$ cat src/rtl/instr_encoder.sv
// rtl/instr_encoder.sv - field bundle to RV64 instruction word encoder, two-stage valid/ready
// Optional immediate range checking is enabled by defining ENCODER_RANGE_CHECK_EN.
module instr_encoder #(
  parameter logic [63:0] PC_BASE    = 64'd0,
  parameter int          FIFO_DEPTH = 2
) (
  input  logic        clk,
  input  logic        reset,
  input  logic        in_valid,
  output logic        in_ready,
  input  logic [2:0]  op,
  input  logic [4:0]  rd,
  input  logic [4:0]  rs1,
  input  logic [4:0]  rs2,
  input  logic [2:0]  funct3,
  input  logic [6:0]  funct7,
  input  logic [63:0] imm,
  output logic        out_valid,
  input  logic        out_ready,
  output logic [31:0] instr,
  output logic [63:0] pc_out,
  output logic        err,
  input  logic        err_clr,
  output logic [15:0] word_count
);

  localparam int AW = $clog2(FIFO_DEPTH);
  localparam logic [AW:0] FULL_CNT = (AW+1)'(FIFO_DEPTH);

  // stage-1 register E
  logic        r_e_valid;
  logic [2:0]  r_op;
  logic [4:0]  r_rd, r_rs1, r_rs2;
  logic [2:0]  r_funct3;
  logic [6:0]  r_funct7;
  logic [63:0] r_imm;

  // output buffer
  logic [31:0]   r_mem [FIFO_DEPTH];
  logic [AW-1:0] r_wr_ptr, r_rd_ptr;
  logic [AW:0]   r_count;
  logic [63:0]   r_pc;
  logic [15:0]   r_wc;
  logic          r_err;

  logic        w_fifo_full, w_pop, w_push, w_e_drain, w_accept;
  logic        w_reject, w_range_bad;
  logic [31:0] w_enc;

  assign w_fifo_full = (r_count == FULL_CNT);
  assign w_pop       = (r_count != '0) && out_ready;
  // a rejected bundle leaves E without needing FIFO space
  assign w_e_drain   = r_e_valid && (w_reject || !w_fifo_full || w_pop);
  assign w_push      = r_e_valid && !w_reject && (!w_fifo_full || w_pop);
  assign in_ready    = !(r_e_valid && w_fifo_full);
  assign w_accept    = in_valid && in_ready;
  assign w_reject    = (r_op == 3'd7) || w_range_bad;

  assign out_valid  = (r_count != '0);
  assign instr      = out_valid ? r_mem[r_rd_ptr] : 32'd0;
  assign pc_out     = r_pc;
  assign word_count = r_wc;
  assign err        = r_err;

  // stage 2: pack E into the instruction word; unused register fields stay zero
  always_comb begin
    w_enc = 32'd0;
    case (r_op)
      3'd0: w_enc = {r_funct7, r_rs2, r_rs1, r_funct3, r_rd, 7'b0110011};
      3'd1: w_enc = {r_imm[11:0], r_rs1, r_funct3, r_rd, 7'b0010011};
      3'd2: w_enc = {r_imm[11:0], r_rs1, 3'b011, r_rd, 7'b0000011};
      3'd3: w_enc = {r_imm[11:5], r_rs2, r_rs1, 3'b011, r_imm[4:0], 7'b0100011};
      3'd4: w_enc = {r_imm[12], r_imm[10:5], r_rs2, r_rs1, r_funct3,
                     r_imm[4:1], r_imm[11], 7'b1100011};
      3'd5: w_enc = {r_imm[20], r_imm[10:1], r_imm[11], r_imm[19:12], r_rd, 7'b1101111};
      3'd6: w_enc = {r_imm[11:0], r_rs1, 3'b000, r_rd, 7'b1100111};
      default: w_enc = 32'd0;
    endcase
  end

`ifdef ENCODER_RANGE_CHECK_EN
  logic signed [63:0] w_simm;
  assign w_simm = r_imm;

  // reject immediates that do not fit their field, and odd branch/jump offsets
  always_comb begin
    w_range_bad = 1'b0;
    case (r_op)
      3'd1, 3'd2, 3'd3, 3'd6:
        w_range_bad = (w_simm < -64'sd2048) || (w_simm > 64'sd2047);
      3'd4:
        w_range_bad = (w_simm < -64'sd4096) || (w_simm > 64'sd4094) || r_imm[0];
      3'd5:
        w_range_bad = (w_simm < -64'sd1048576) || (w_simm > 64'sd1048574) || r_imm[0];
      default: w_range_bad = 1'b0;
    endcase
  end
`else
  // high immediate bits are simply truncated away
  logic [42:0] w_unused_imm;
  assign w_unused_imm = r_imm[63:21];
  assign w_range_bad  = 1'b0;
`endif

  // stage 1 capture; E empties when its content moves on and nothing replaces it
  always_ff @(posedge clk or posedge reset) begin
    if (reset) begin
      r_e_valid <= 1'b0;
      r_op      <= 3'd0;
      r_rd      <= 5'd0;
      r_rs1     <= 5'd0;
      r_rs2     <= 5'd0;
      r_funct3  <= 3'd0;
      r_funct7  <= 7'd0;
      r_imm     <= 64'd0;
    end else if (w_accept) begin
      r_e_valid <= 1'b1;
      r_op      <= op;
      r_rd      <= rd;
      r_rs1     <= rs1;
      r_rs2     <= rs2;
      r_funct3  <= funct3;
      r_funct7  <= funct7;
      r_imm     <= imm;
    end else if (w_e_drain) begin
      r_e_valid <= 1'b0;
    end
  end

  // FIFO storage needs no reset: occupancy is tracked by r_count
  always_ff @(posedge clk) begin
    if (w_push) r_mem[r_wr_ptr] <= w_enc;
  end

  // FIFO pointers and occupancy
  always_ff @(posedge clk or posedge reset) begin
    if (reset) begin
      r_wr_ptr <= '0;
      r_rd_ptr <= '0;
      r_count  <= '0;
    end else begin
      if (w_push) r_wr_ptr <= r_wr_ptr + 1'b1;
      if (w_pop)  r_rd_ptr <= r_rd_ptr + 1'b1;
      case ({w_push, w_pop})
        2'b10:   r_count <= r_count + 1'b1;
        2'b01:   r_count <= r_count - 1'b1;
        default: r_count <= r_count;
      endcase
    end
  end

  // PC tag and word counter advance on every pop, both wrapping naturally
  always_ff @(posedge clk or posedge reset) begin
    if (reset) begin
      r_pc <= PC_BASE;
      r_wc <= 16'd0;
    end else if (w_pop) begin
      r_pc <= r_pc + 64'd4;
      r_wc <= r_wc + 16'd1;
    end
  end

  // sticky error; a rejection in the same cycle as a clear keeps it set
  always_ff @(posedge clk or posedge reset) begin
    if (reset)                      r_err <= 1'b0;
    else if (r_e_valid && w_reject) r_err <= 1'b1;
    else if (err_clr)               r_err <= 1'b0;
  end

endmodule

$ cat config.mk
export PLATFORM = sky130hd
export DESIGN_NAME = instr_encoder
export DESIGN_NICKNAME = d
export VERILOG_FILES = /design/src/rtl/instr_encoder.sv
export SDC_FILE = /design/constraint.sdc
export NUM_CORES = 1
export LEC_CHECK = 0
export BUFFER_PORTS_ARGS = -buffer_cell sky130_fd_sc_hd__buf_2
export CORE_MARGIN = 2
export CORE_UTILIZATION = 49
export DETAILED_ROUTE_END_ITERATION = 8
export GPL_TIMING_DRIVEN = 0
export PLACE_DENSITY = 0.77
export REMOVE_ABC_BUFFERS = 1
export SYNTH_ARGS = -nofsm -noshare
export SYNTH_HDL_FRONTEND = slang
export SYNTH_SLANG_ARGS = --single-unit
$ cat constraint.sdc
create_clock -name clk -period 3.8 [get_ports clk]
set_clock_uncertainty 0.1 [all_clocks]
set_input_delay 0.38 -clock clk [delete_from_list [all_inputs] [get_ports clk]]
set_output_delay 0.38 -clock clk [all_outputs]
set_load 0.02 [all_outputs]
==> metrics.csv <==
metric,value,unit
Final period util,71.1,%
"top cells by area, synth","dfrtp_1 (38%), edfxtp_1 (21%), mux2_2 (5.5%)",
share of post-route cells with drive strength above 1,29.6,%
worst setup margin,1.10,ns
TritonRoute pass-1 iters,5,
worst slew pin tran,1.02,ns
Startpoint Class,register,
CTS sink count,195,
routed wire length,19100,um
DIE AREA,0.0191,mm2
maximum VDD drop,337,uV
total number of vias,6185,
Max Slew Vio Count,0,
Core ar.,0.0178,mm2
Setup-failing EPs final,0,
Wirelength per Cell,16.8,um
initial core utilization,49.5,%
flop and latch count out of synthesis,195,
worst-path cell chain,"nand3_1, o311ai_1, nor2_4, buf_16",
Clock Tree Buf Depth,2,
relative slew slack,32.2,%
synthesized cell area,0.00880,mm2
vias in the first global route,6162,
initial DRC count,453,
Sw Share,35.3,%
dominant cell type by area after synthesis,dfrtp_1,
Critical R2R Launch,r_op[0],
Comb pwr share,30.7,%
grt total ovfl,0,
Die X,138,um
Hold Crit Class,input pin to register,
htree depth,4,
FILL cells,1487,
Rows,49,
"Distinct cells, synth",50,
dpl ws,1.11,ns
Clock Power Share,24.7,%
crit-path max cell delay,1.01,ns
antenna cell count,0,
WP data arrival,2.79,ns
Final Hold Fails,0,
fmax,370,MHz
data required time at the worst endpoint,3.88,ns
Worst-path clk slew,0.07,ns
WHS,0.0561,ns
CTS tree,yes,
CP Launch Point,r_op[0],
fin crit period,2.70,ns
sequential share of power,44.5,%
I/O pins,212,
RSZ-0062 raised after global routing,false,
PwrDens,669,mW/mm2
Mean Syn Cell Area,12.0,um2
"Top FF cell, synth",dfrtp_1,
die height,138,um
Post-DRT Antenna Nets,0,
cell internal pwr,4.56,mW
Critical Path Fanout Max,31,
input/output buffers,166,
worst-skew pair later-pin latency,0.43,ns
Post-synth EDFFs,62,
post-synth top area share,37.8,%
WS Path Type,register to register,
total CTS buffers,17,
HP Start,funct7[2],
Setup crit end kind,register,
"Slowest-stage cell, CP",dfrtp_1,
CTS root buf,clkbuf_16,
Syn-to-layout area delta,19.6,%
DRC,0,
CTS resizes,0,
DR vias/cell,5.43,
Total GRT Usage,20.6,%
GP Congestion,0.829,
Inst Count DP,1105,
Synth warnings,0,
Synth Instances,734,
global-route wire length before repair,31800,um
initial antenna violation count,2,
fraction of registers with async set/reset,68.2,%
Final Non-Filler Cells,1138,
pin count of the biggest net entering global routing,99,
outcome,completed,
Final Util,59.2,%
Max-Cap Viols,0,
Pleak,4.82,nW
P_sw,2.49,mW
Nets,996,
HPWL Detailed,13100,um
"Seq/Total Area, Yosys",59.0,%
==> power by group through the flow <==
stage                     sequential [mW]  clock [mW]  combinational (mW)
final                                3.14        1.74                2.17
after global routing                 3.20        1.86                2.36
after CTS                            3.14        1.77                2.19
after detailed placement             3.17           0                2.18
after global placement               3.21           0                2.01
after floorplan                      3.18           0                1.38
==> registers in the layout, indices dropped and copies added, names as in the netlist <==
register,flops
err,1
r_rs1,5
pc_out,62
r_rs2,5
word_count,16
r_rd_ptr,1
r_imm,21
r_rd,5
r_op,3
r_e_valid,1
r_wr_ptr,1
r_count,2
r_mem,62
r_funct7,7
r_funct3,3
==> synthesized netlist by cell type (all sizes together), types with 15 or more instances <==
master  instances
clkbuf         17
dfrtp         133
edfxtp         62
inv            16
mux2           49
mux2i          33
nand2          62
nand3          28
nand4          29
nor2           76
nor2b          18
nor3           15
nor4           18
o21ai          16
xnor2          47
xor2           35
==> cell type report <==
type | instances | area (um2) | share of cell area, %
inverters | 16 | 65.1 | 0.618
repair buffers | 172 | 963 | 9.15
clock buffers | 21 | 492 | 4.67
multi-input cells | 494 | 3450 | 32.7
well taps | 229 | 287 | 2.72
clock inverters | 11 | 82.6 | 0.784
flip-flops and latches | 195 | 5190 | 49.3
==> kinds of logic (layout without fill, tap and decap cells) <==
kind of cell / Yosys count / in the layout / synth area share (%)
AOI/OAI and AO/OA: 53 / 53 / 3.87
adders and majority gates: 3 / 3 / 0.426
DFF: 195 / 195 / 59.0
other: 1 / 2 / 0.0426
buffers and inverters: 46 / 220 / 2.20
xor gates and xnor gates: 82 / 82 / 8.16
and+or+nand+nor: 272 / 272 / 16.3
muxes: 82 / 82 / 10.0
==> critical path, delay by kind of cell (launching register included) <==
family | cells | cell delay [ns]
DFF | 1 | 1.01
and+or+nand+nor | 2 | 0.68
AOI/OAI and AO/OA | 1 | 0.39
buffers and inverters | 1 | 0.26
==> per-layer routing <==
layer	global-route usage (%)	routed length, um	vias up
met3	5.13	1130	32
met1	26.0	8050	3033
li1	-	-	2913
met5	0	27	-
met4	7.73	439	4
met2	34.7	9460	203
==> final timing paths <==
kind	slack, ns	end	depth (start not counted)
min in group asynchronous	0.39	r_op[1]	3
worst max-delay path	1.10	r_mem[0][31]	4
worst min register to register	0.37	pc_out[63]	1
worst min-delay path	0.06	r_funct7[2]	2
worst max register to register	1.10	r_mem[0][31]	4
max in group asynchronous	2.40	r_rd_ptr	4
==> timing repair <==
item | 4_1_cts | 5_1_grt
hold buffers | 1 | 0
buffers inserted | 0 | 0
hold endpoints to repair | 35 | 0
setup endpoints to repair | 0 | 0
==> per-stage QoR <==
step	cell area (um2)	TNS (ns)	total power, mW
after floorplan	8670	-31.18	4.56
after global placement	9790	-289.27	5.22
after detailed placement	9940	0	5.35
after CTS	10500	0	7.10
after global routing	10500	0	7.42
final	10500	0	7.04
==> placed cells by master, fill, tap and decap left out, types with 8 or more instances in the layout <==
| cell | n |
|---|---|
| clkbuf_16 | 18 |
| nand4_1 | 25 |
| inv_1 | 14 |
| xor2_1 | 35 |
| a21oi_1 | 14 |
| nand3_1 | 27 |
| nor2b_1 | 18 |
| nand2_1 | 61 |
| nor4_1 | 11 |
| nand2b_1 | 8 |
| mux2_2 | 43 |
| edfxtp_1 | 62 |
| xnor2_1 | 47 |
| nor2_1 | 73 |
| dfrtp_1 | 131 |
| mux2i_1 | 33 |
| nor3_1 | 14 |
| o21ai_0 | 15 |
| buf_2 | 166 |
(Power assumes the default switching activity.)
